### config.mk
export PLATFORM = sky130hd
export DESIGN_NAME = regs_dump_reader
export DESIGN_NICKNAME = d
export VERILOG_FILES = /design/src/rtl/regs_dump_reader_pkg.sv /design/src/rtl/regs_dump_reader.sv
export SDC_FILE = /design/constraint.sdc
export NUM_CORES = 1
export LEC_CHECK = 0
export ABC_AREA = 1
export BUFFER_PORTS_ARGS = -buffer_cell sky130_fd_sc_hd__buf_2
export CAP_MARGIN = 20
export CORE_AREA = 2 2 81 83
export CTS_BUF_LIST = sky130_fd_sc_hd__clkbuf_4 sky130_fd_sc_hd__clkbuf_8 sky130_fd_sc_hd__clkbuf_16
export CTS_CLUSTER_DIAMETER = 50
export DETAILED_ROUTE_END_ITERATION = 6
export DIE_AREA = 0 0 83 85
export PLACE_DENSITY_LB_ADDON = 0.3
export SYNTH_ARGS = -nofsm -noshare
export SYNTH_HDL_FRONTEND = slang
export SYNTH_SLANG_ARGS = --single-unit
### constraint.sdc
create_clock -name clk -period 2.5 [get_ports clk]
set_clock_uncertainty 0.05 [all_clocks]
set_input_delay 0.5 -clock clk [delete_from_list [all_inputs] [get_ports clk]]
set_output_delay 0.5 -clock clk [all_outputs]
set_load 0.005 [all_outputs]
### src/rtl/regs_dump_reader_pkg.sv
// Shared definitions for the register-file dump engine: FSM states, frame
// constants and the per-register record layout.
package regs_dump_reader_pkg;

    typedef enum logic [2:0] {
        ST_IDLE = 3'd0,
        ST_HDR  = 3'd1,
        ST_ADDR = 3'd2,
        ST_SEND = 3'd3,
        ST_DONE = 3'd4
    } state_t;

    localparam logic [7:0] SYNC_BYTE_DEFAULT = 8'hA5;
    localparam int         BYTES_PER_REG     = 5;
    localparam int         RECORD_W          = BYTES_PER_REG * 8;

    // One register record: zero-extended index byte followed by the data word, MSB first.
    function automatic logic [RECORD_W-1:0] pack_record(input logic [4:0]  idx,
                                                        input logic [31:0] data);
        return {3'b000, idx, data};
    endfunction

endpackage

### src/rtl/regs_dump_reader.sv
// Freezes the CPU, walks a window of the register file through one read port
// and streams a sync byte plus 5 bytes per register over a valid/ready link.
module regs_dump_reader
    import regs_dump_reader_pkg::*;
#(
    parameter int         FIRST_REG = 0,
    parameter int         LAST_REG  = 31,
    parameter logic [7:0] SYNC_BYTE = SYNC_BYTE_DEFAULT
) (
    input  logic        clk,
    input  logic        rst,
    input  logic        start,
    output logic        cpu_hold,
    output logic [4:0]  rd_addr,
    input  logic [31:0] rd_data,
    output logic [7:0]  out_data,
    output logic        out_valid,
    input  logic        out_ready,
    output logic        busy,
    output logic        done
);

    localparam logic [4:0] FIRST_IDX = 5'(FIRST_REG);
    localparam logic [4:0] LAST_IDX  = 5'(LAST_REG);
    localparam logic [2:0] LAST_BYTE = 3'(BYTES_PER_REG - 1);

    state_t                r_state;
    state_t                w_state_next;
    logic [4:0]            r_cur;
    logic [4:0]            w_cur_next;
    logic [4:0]            r_rd_addr;
    logic [2:0]            r_byte_cnt;
    logic [RECORD_W-1:0]   r_shift;
    logic                  w_hs;
    logic                  w_last_byte;

    // Outputs are decoded from state only, so out_valid never depends on out_ready.
    assign w_hs        = out_valid && out_ready;
    assign w_last_byte = (r_byte_cnt == LAST_BYTE);

    // NOTE: every variable driven here gets a default first so no latch is inferred.
    always_comb begin
        w_state_next = r_state;
        w_cur_next   = r_cur;
        unique case (r_state)
            ST_IDLE: begin
                if (start) begin
                    w_state_next = ST_HDR;
                    w_cur_next   = FIRST_IDX;
                end
            end
            ST_HDR: begin
                if (w_hs) w_state_next = ST_ADDR;
            end
            ST_ADDR: begin
                w_state_next = ST_SEND;
            end
            ST_SEND: begin
                if (w_hs && w_last_byte) begin
                    if (r_cur == LAST_IDX) begin
                        w_state_next = ST_DONE;
                    end else begin
                        w_state_next = ST_ADDR;
                        w_cur_next   = r_cur + 5'd1;
                    end
                end
            end
            ST_DONE: begin
                w_state_next = ST_IDLE;
            end
            default: begin
                w_state_next = ST_IDLE;
            end
        endcase
    end

    always_comb begin
        cpu_hold  = (r_state != ST_IDLE);
        busy      = (r_state != ST_IDLE);
        done      = (r_state == ST_DONE);
        out_valid = (r_state == ST_HDR) || (r_state == ST_SEND);
        out_data  = 8'h00;
        if (r_state == ST_HDR)  out_data = SYNC_BYTE;
        if (r_state == ST_SEND) out_data = r_shift[RECORD_W-1 -: 8];
    end

    assign rd_addr = r_rd_addr;

    // NOTE: sequential state uses non-blocking assignments so every register samples pre-edge values.
    always_ff @(posedge clk or posedge rst) begin
        if (rst) begin
            r_state    <= ST_IDLE;
            r_cur      <= 5'd0;
            r_rd_addr  <= 5'd0;
            r_byte_cnt <= 3'd0;
            r_shift    <= '0;
        end else begin
            r_state <= w_state_next;
            r_cur   <= w_cur_next;
            // Address is loaded on entry to ADDR so it is stable for the whole capture cycle.
            if (w_state_next == ST_ADDR) r_rd_addr <= w_cur_next;

            if (r_state == ST_ADDR) begin
                r_shift    <= pack_record(r_cur, rd_data);
                r_byte_cnt <= 3'd0;
            end else if (r_state == ST_SEND && w_hs) begin
                r_shift    <= {r_shift[RECORD_W-9:0], 8'h00};
                r_byte_cnt <= r_byte_cnt + 3'd1;
            end
        end
    end

endmodule

==> impl_summary.txt, run 1 <==
----------------------------------------------------
[Status]
  Outcome ... finished, final reports clean

[Power and ir drop]
  P per Cell Area ... around 1200 nW/µm²
  Maximum ir drop on the vdd rail ... between 0.5 and 0.6 mV
  Leakage power total ... 1.56 nW
  Power consumption ... between 3 and 4 mW

[Clock network]
  H-tree depth ... 2
  Maximum buffer depth of the clock tree ... 2
  Post-CTS Hold Fix Bufs ... 0
  Gates resized, CTS repair ... 0
  Clock tree from TritonCTS ... yes
  Clock Pin Slew Worst Setup and Hold Paths ... 0.10 ns
  Latest clock arrival within the worst-skew pair ... 0.32 ns
  TritonCTS buffer count ... 5
  Setup Fix Bufs, Post-CTS ... 0
  Buffer type at the clock tree root ... clkbuf_8
  Clock sink count ... 56

[Layout]
  Layout cell share with drive strength beyond 1 ... 0.203
  Ant diodes ... 0
  Post-layout net count ... ~420
  P&R area growth vs syn ... 13.1%

[Yosys]
  Avg Synthesized Cell Area ... 8.32 µm²
  Post-synthesis cell type count ... 26
  Top cells by instance count after synthesis ... nand2_1 (91), dfrtp_1 (56), nor2_1 (46)
  Top cell type's share of synthesized area ... 0.506
  Number of synthesis warnings ... 0
  Number of enable-type register cells in the synthesized netlist ... 0
  Post-Synthesis Cells ... approximately 330
  Fraction of synthesis flops using an asynchronous set or reset pin ... 1.00
  Share of synthesized area occupied by flip-flops and latches ... 0.506
  Number of register bits inferred by synthesis ... 56
  Leading cell type by number of instances after synthesis ... nand2_1
  Syn Nets ... 372
  Cell type with the largest total area after synthesis ... dfrtp_1
  Top flip-flop cell by instance count after synthesis ... dfrtp_1
  Biggest area contributors in the synthesized netlist ... dfrtp_1 (51%), nand2_1 (12%), nor2_1 (6.2%), a21oi_1 (3.6%), a31oi_1 (3.6%)
  Netlist area before placement ... between 2000 and 3000 µm²

[Critical path]
  CP required ... ~2.0 ns
  Startpoint type of the worst setup path ... flip-flop
  Path type of the worst setup path ... flip-flop to output pin
  Arrival time of data at the critical path endpoint ... approximately 1.4 ns
  Critical-path maximum fanout ... 10
  Critical path endpoint category ... output pin

[STA]
  Setup violation total in the final timing report ... 0
  Final Critical Period ... 1.99 ns
  Setup TNS after final layout ... 0 ns
  Max-slew violations ... 0
  Headroom to the max-slew limit ... 0.715
  Portion of the clock cycle consumed by the worst path in the final layout ... 0.798
  Worst-Margin Slew ... approximately 0.43 ns
  Final Hold Vio Count ... 0
  Setup repair after global routing missed its margin ... no
  Achievable Freq ... between 500 and 600 MHz

[Drt]
  Initial DRC count ... approximately 210
  Final Routed Wirelength ... between 5 and 6 mm
  DRC violation count after routing ... 0
  First-pass DRT Iterations ... 4
  Routed via count divided by cell count ... just under 5
  Routed len/inst ... ~12 µm
  Total vias in the final route ... 2267
  Count of antenna-violating nets left after detailed routing ... 0

[GRT]
  Vias in the first global route ... roughly 2.1k
  Remaining global-route overflow ... 0
  Maximum number of pins on one net before global-route repair ... 72
  Global-route wire length before repair ... about 9.9 mm
  Antenna violations before repair ... 0
  Total Routing Usage GR ... 0.173

[Die]
  Floorplan die area ... 7060 µm²
  Top Ports ... 53
  Total core area ... about 6200 µm²
  Starting density of the core ... 0.446
  Floorplan die height ... between 80 and 90 µm
  Row Count ... 29
  Die Span X ... between 80 and 90 µm

[Placed design]
  Final RePlAce weighted congestion ... approximately 0.82
  Detailed Place HPWL ... ~4.0 mm
  Count of buffers inserted at the top-level ports ... 52

[Hold path]
  Hold/Removal Path Class ... input pin to async pin

[Job]
  Reported max-cap violation count ... 0

----------------------------------------------------
==> stage by stage <==
| step | hold slack [ns] | util | worst slack, ns | instances | cell area [µm²] |
|---|---|---|---|---|---|
| after detailed placement | 0.419 | 0.490 | 0.688 | 448 | 3040 |
| after global placement | 0.409 | 0.490 | 0.771 | 448 | 3040 |
| after global routing | 0.187 | 0.505 | 0.422 | 456 | 3130 |
| after CTS | 0.178 | 0.505 | 0.496 | 456 | 3130 |
| final | 0.166 | 0.505 | 0.506 | 456 | 3130 |
| after floorplan | 0.404 | - | 0.579 | 333 | 2770 |
==> worst max-delay path, stage by stage, from the launching register on <==
cell and delay [ns]:
dfrtp_1 0.61, nand3_4 0.23, nor2_1 0.15, buf_2 0.13
==> report_power, final <==
| group | internal, mW | switching, mW | leakage, nW |
|---|---|---|---|
| logic | 0.651 | 1.13 | 0.826 |
| registers | 1.30 | 0.210 | 0.679 |
| clock network | 0.227 | 0.304 | 0.0516 |
| total | 2.18 | 1.64 | 1.56 |
==> kinds of logic (layout without fill, tap and decap cells) <==
family / count (synthesis) / in the layout / synth area share
adder cells (fa/ha/maj): 3 / 3 / 0.0136
buffers and inverters: 45 / 91 / 0.0845
flip-flops: 56 / 56 / 0.506
AO/OA/AOI/OAI: 64 / 64 / 0.136
AND/OR/NAND/NOR: 164 / 164 / 0.257
XOR/XNOR: 1 / 1 / 0.00316
==> state kept, by name, summed over array words and instances (netlist names) <==
name / count
r_state: 3
rd_addr: 5
r_shift: 40
r_cur: 5
r_byte_cnt: 3
==> cells in the final DEF (no fill, tap or decap), types with 3 or more instances in the layout <==
| master | instances |
|---|---|
| nor2_1 | 46 |
| nand3_1 | 15 |
| buf_2 | 52 |
| dfrtp_1 | 56 |
| o21bai_1 | 8 |
| o21ai_0 | 13 |
| a21oi_1 | 20 |
| o211ai_1 | 5 |
| ha_1 | 3 |
| a31oi_1 | 16 |
| nand2_1 | 91 |
| inv_1 | 23 |
| inv_2 | 3 |
| nor2_2 | 3 |
| clkbuf_8 | 6 |
==> final timing paths <==
| kind | from | to | slack, ns | cells past startpoint |
|---|---|---|---|---|
| worst max-delay path | r_state[1]$_DFF_PP0_ | out_data[4] | 0.51 | 3 |
| worst min-delay path | rst | rd_addr[1]$_DFFE_PP0N_ | 0.17 | 3 |
| worst min register to register | rd_addr[1]$_DFFE_PP0N_ | rd_addr[1]$_DFFE_PP0N_ | 0.44 | 2 |
| worst max register to register | r_state[0]$_DFF_PP0_ | r_shift[24]$_DFFE_PP0P_ | 0.70 | 6 |
| min in group clk | rd_data[1] | r_shift[1]$_DFFE_PP0P_ | 0.37 | 3 |
| max in group asynchronous | rst | r_shift[0]$_DFFE_PP0P_ | 1.98 | 3 |
==> routing by layer <==
| metal | share of wire | track usage | vias to the layer above |
|---|---|---|---|
| li1 | - | - | 1163 |
| met1 | 0.47 | 0.238 | 1039 |
| met2 | 0.46 | 0.276 | 60 |
| met3 | 0.055 | 0.0399 | 5 |
| met4 | 0.012 | 0.0492 | 0 |
| met5 | 0 | 0 | - |
==> final cells by class <==
cell class / instances / area, µm²
Fill cell: 605 / 3070
Sequential cell: 56 / 1400
Multi-Input combinational cell: 232 / 1130
Timing Repair Buffer: 55 / 295
Inverter: 28 / 110
Tap cell: 77 / 96.3
Clock buffer: 6 / 82.6
Clock inverter: 2 / 13.8
(Power assumes the default switching activity.)
==> inputs of run 2 (changes only) <==
--- a/config.mk
+++ b/config.mk
@@ -5,14 +5,14 @@
 export SDC_FILE = /design/constraint.sdc
 export NUM_CORES = 1
 export LEC_CHECK = 0
-export ABC_AREA = 1
+export ABC_AREA = 0
 export BUFFER_PORTS_ARGS = -buffer_cell sky130_fd_sc_hd__buf_2
 export CAP_MARGIN = 20
-export CORE_AREA = 2 2 81 83
+export CORE_AREA = 2 2 79 81
 export CTS_BUF_LIST = sky130_fd_sc_hd__clkbuf_4 sky130_fd_sc_hd__clkbuf_8 sky130_fd_sc_hd__clkbuf_16
 export CTS_CLUSTER_DIAMETER = 50
 export DETAILED_ROUTE_END_ITERATION = 6
-export DIE_AREA = 0 0 83 85
+export DIE_AREA = 0 0 81 83
 export PLACE_DENSITY_LB_ADDON = 0.3
 export SYNTH_ARGS = -nofsm -noshare
 export SYNTH_HDL_FRONTEND = slang
==> constraint.sdc (replaced) <==
create_clock -name clk -period 1.6 [get_ports clk]
set_clock_uncertainty 0.05 [all_clocks]
set_input_delay 0.32 -clock clk [delete_from_list [all_inputs] [get_ports clk]]
set_output_delay 0.32 -clock clk [all_outputs]
set_load 0.005 [all_outputs]
==> run 2 against run 1 <==
The flow now finishes with violations (setup timing); critical path depth did not move; first-iteration DRC count fell by 33%; global-route usage up 1.5 points; setup slack lost 0.63 ns; synthesized cell count down 9.0%; cell area increased by 19%; utilization up 14 points; hold slack lost 0.0044 ns; critical path type unchanged; largest cell class unchanged; largest power group is now sequential cells.
==> impl_summary.txt, run 2 <==
----------------------------------------------------
[Power and ir drop]
  Maximum ir drop on the vdd rail ... 0.693 mV (was 0.547 mV)
  Comb pwr share ... 0.351 (was 0.466)
  Internal power contribution ... 3.32 mW (was 2.18 mW)
  Clock power frac ... 0.207 (was 0.139)
  Leakage power total ... 1.77 nW (was 1.56 nW)
  Switching power of the nets ... 1.52 mW (was 1.64 mW)
  Seq pwr share ... 0.443 (was 0.395)
  Fraction of power spent switching nets ... 0.314 (was 0.429)
  P per Cell Area ... 1300 nW/µm² (was 1220 nW/µm²)
  Power consumption ... 4.84 mW (was 3.82 mW)

[STA]
  Final Hold Vio Count ... 0 (unchanged)
  Max-slew violations ... 0 (unchanged)
  Setup violation total in the final timing report ... 42 (was 0)
  Headroom to the max-slew limit ... 0.782 (was 0.715)
  Achievable Freq ... 581 MHz
  Worst-Margin Slew ... 0.327 ns (was 0.426 ns)
  Portion of the clock cycle consumed by the worst path in the final layout ... 1.08
  Setup repair after global routing missed its margin ... yes (was no)
  Min setup slack post-route ... -0.123 ns (was 0.506 ns)
  Final Critical Period ... around 1.7 ns

[Yosys]
  Cell type with the largest total area after synthesis ... dfrtp_1 (unchanged)
  Leading cell type by number of instances after synthesis ... nand2_1 (unchanged)
  Biggest area contributors in the synthesized netlist ... dfrtp_1 (53%), nand2_1 (11%), a31oi_1 (5.7%), nor2_1 (4.8%), o21ai_0 (3.8%) (was dfrtp_1 (51%), nand2_1 (12%), nor2_1 (6.2%), a21oi_1 (3.6%), a31oi_1 (3.6%))
  Fraction of synthesis flops using an asynchronous set or reset pin ... 1.00 (unchanged)
  Syn Nets ... 342 (was 372)
  Top flip-flop cell by instance count after synthesis ... dfrtp_1 (unchanged)
  Share of synthesized area occupied by flip-flops and latches ... 0.528 (was 0.506)
  Post-synthesis cell type count ... 35 (was 26)
  Post-Synthesis Cells ... 303 (was 333)
  Number of enable-type register cells in the synthesized netlist ... 0 (unchanged)
  Number of register bits inferred by synthesis ... 56 (unchanged)
  Netlist area before placement ... 2660 µm² (was 2770 µm²)
  Avg Synthesized Cell Area ... 8.76 µm² (was 8.32 µm²)
  Top cells by instance count after synthesis ... nand2_1 (78), dfrtp_1 (56), nor2_1 (34) (was nand2_1 (91), dfrtp_1 (56), nor2_1 (46))
  Number of synthesis warnings ... 0 (unchanged)
  Top cell type's share of synthesized area ... 0.528 (was 0.506)

[Clock network]
  TritonCTS buffer count ... 5 (unchanged)
  Clock tree from TritonCTS ... yes (unchanged)
  Maximum buffer depth of the clock tree ... 2 (unchanged)
  Clock sink count ... 56 (unchanged)
  H-tree depth ... 2 (unchanged)
  Buffer type at the clock tree root ... clkbuf_8 (unchanged)
  Clock Pin Slew Worst Setup and Hold Paths ... 0.10 ns (about the same)
  Latest clock arrival within the worst-skew pair ... 0.30 ns (was 0.32 ns)

[Placed design]
  Count of buffers inserted at the top-level ports ... 52 (unchanged)
  Post-Place Setup Slack ... -0.0955 ns (was 0.688 ns)
  Final RePlAce weighted congestion ... 0.919 (was 0.823)
  Detailed Place HPWL ... 4.00 mm (was 3.96 mm)

[Drt]
  DRC violation count after routing ... 0 (unchanged)
  First-pass DRT Iterations ... 4 (unchanged)
  Count of antenna-violating nets left after detailed routing ... 0 (unchanged)
  Final Routed Wirelength ... 6.38 mm (was 5.61 mm)
  Initial DRC count ... 138 (was 207)
  Total vias in the final route ... 2354 (was 2267)
  Routed via count divided by cell count ... 5.07 (was 4.97)
  Routed len/inst ... 13.7 µm (was 12.3 µm)

[Die]
  Floorplan die height ... 83 µm (was 85 µm)
  Starting density of the core ... 0.457 (was 0.446)
  Die Span X ... 81 µm (was 83 µm)
  Row Count ... 28 (was 29)
  Total core area ... 5820 µm² (was 6200 µm²)
  Top Ports ... 53 (unchanged)
  Floorplan die area ... 6720 µm² (was 7060 µm²)

[GRT]
  Total Routing Usage GR ... 0.188 (was 0.173)
  Antenna violations before repair ... 0 (unchanged)
  Vias in the first global route ... 2209 (was 2135)
  Remaining global-route overflow ... 0 (unchanged)
  Maximum number of pins on one net before global-route repair ... 45 (was 72)
  Global-route wire length before repair ... 10.2 mm (was 9.93 mm)

[Critical path]
  Path type of the worst setup path ... flip-flop to output pin (unchanged)
  Endpoint of the lowest-slack register-to-register path ... rd_addr[1]$_DFFE_PP0N_ (was r_shift[24]$_DFFE_PP0P_)
  Reg2Reg Setup Slack ... -0.12 ns (was 0.70 ns)
  Critical path startpoint ... r_state[2]$_DFF_PP0_ (was r_state[1]$_DFF_PP0_)
  Worst Reg-to-Reg Cells ... 5 (was 6)
  Startpoint type of the worst setup path ... flip-flop (unchanged)
  CP required ... 1.23 ns (was 1.95 ns)
  Beginning of the worst register-to-register path ... r_state[1]$_DFF_PP0_ (was r_state[0]$_DFF_PP0_)
  Arrival time of data at the critical path endpoint ... 1.35 ns (was 1.44 ns)
  Critical-path maximum fanout ... 4 (was 10)
  Critical path endpoint category ... output pin (unchanged)

[Layout]
  Top register by number of flip-flops ... r_shift (unchanged)
  Multi-input gate area ... 1250 µm² (was 1130 µm²)
  Post-layout net count ... 427 (was 417)
  Ant diodes ... 0 (unchanged)
  Most frequent standard cell in the layout excluding fill and tap cells ... nand2_1 (unchanged)
  Number of inserted filler cells in the final layout ... 493 (was 605)
  Layout cell share with drive strength beyond 1 ... 0.365 (was 0.203)
  P&R area growth vs syn ... 40.4% (was 13.1%)
  Commonest non-fill, non-tap cells in the layout ... nand2_1 (76), dfrtp_1 (56), buf_2 (48) (was nand2_1 (91), dfrtp_1 (56), buf_2 (52))
  Max reg flops ... 40 (unchanged)
  Footprint of the flip-flops and latches ... 1400 µm² (unchanged)

[Job]
  Reported max-cap violation count ... 0 (unchanged)

[Status]
  Failing checks ... setup timing
  Outcome ... finished, violations left (was finished, final reports clean)

[Hold path]
  Hold/Removal Path Class ... input pin to flip-flop (was input pin to async pin)
  WHS Path Cells ... 3
  Launch instance of the worst min-delay path ... rd_data[2]
  Worst hold path endpoint ... r_shift[2]$_DFFE_PP0P_

----------------------------------------------------
run 2: cell types whose count changed after synthesis, moves of 5 or more:
cell and delta:
nor2_1 -12, buf_6 -5, o211ai_1 -5, o21ai_0 +7, nand3_1 -8, a21oi_1 -10
nand2_1 -13, inv_1 -9, clkbuf_1 +8, o21bai_1 -7, a31oi_1 +8
run 2: critical path: stages (launching register included):
cell and delay [ns]:
dfrtp_1 0.40, buf_6 0.12, or3_4 0.40, buf_6 0.13
run 2: worst max-delay path by stage:
| stage | endpoint | slack (ns) |
|---|---|---|
| after floorplan | rd_addr[0]$_DFFE_PP0N_ | 0.001 |
| after global placement | rd_addr[1]$_DFFE_PP0N_ | -0.08 |
| after detailed placement | rd_addr[1]$_DFFE_PP0N_ | -0.1 |
| after CTS | cpu_hold | -0.15 |
| after global routing | cpu_hold | -0.17 |
| final | cpu_hold | -0.12 |
run 2: cell type report:
class	count	area share
repair buffers	98	0.213
flip-flops and latches	56	0.376
clock inverters	1	0.00806
multi-input cells	212	0.335
clock buffers	7	0.0258
inverters	15	0.0168
well taps	75	0.0252
run 2: logic make-up after synthesis:
kind of cell | share of synthesized area
and+or+nand+nor | 0.235
buffers and inverters | 0.0561
DFF | 0.528
muxes | 0.0320
AOI/OAI and AO/OA | 0.135
adders and majority gates | 0.0141
run 2: power groups by stage:
| stage | Combinational [mW] | Sequential, mW | Clock, mW |
|---|---|---|---|
| finish | 1.70 | 2.15 | 1.00 |
| global route | 1.89 | 2.21 | 1.08 |
| CTS | 1.49 | 2.14 | 1.04 |
| detailed placement | 1.33 | 2.16 | 0 |
| global placement | 1.30 | 2.14 | 0 |
| floorplan | 0.819 | 2.11 | 0 |
run 2: repair_timing:
action | in CTS | in global routing
pin swaps | 12 | 17
setup endpoints to repair | 18 | 53
hold endpoints to repair | 12 | 0
setup buffers | 11 | 4
gates cloned | 0 | 6
gates resized for setup | 30 | 27
hold buffers | 1 | 0
run 2: metrics by stage:
stage / util / instances / TNS (ns) / area (µm²) / hold WS (ns)
2_1_floorplan: - / 303 / 0 / 2670 / 0.350
3_3_place_gp: 0.543 / 434 / -0.324 / 3160 / 0.251
3_5_place_dp: 0.543 / 434 / -0.439 / 3160 / 0.256
4_1_cts: 0.598 / 454 / -1.22 / 3480 / 0.149
5_1_grt: 0.641 / 464 / -5.46 / 3730 / 0.158
6_report: 0.641 / 464 / -2.29 / 3730 / 0.162
run 2: metal layers:
layer / part of all wire / up-vias / routed length (µm) / track usage
met5: 0 / - / 0 / 0
met4: 0 / 0 / 0 / 0.0324
met3: 0.036 / 0 / 228 / 0.0370
met2: 0.49 / 55 / 3120 / 0.303
met1: 0.47 / 1110 / 3030 / 0.266
li1: - / 1189 / - / -
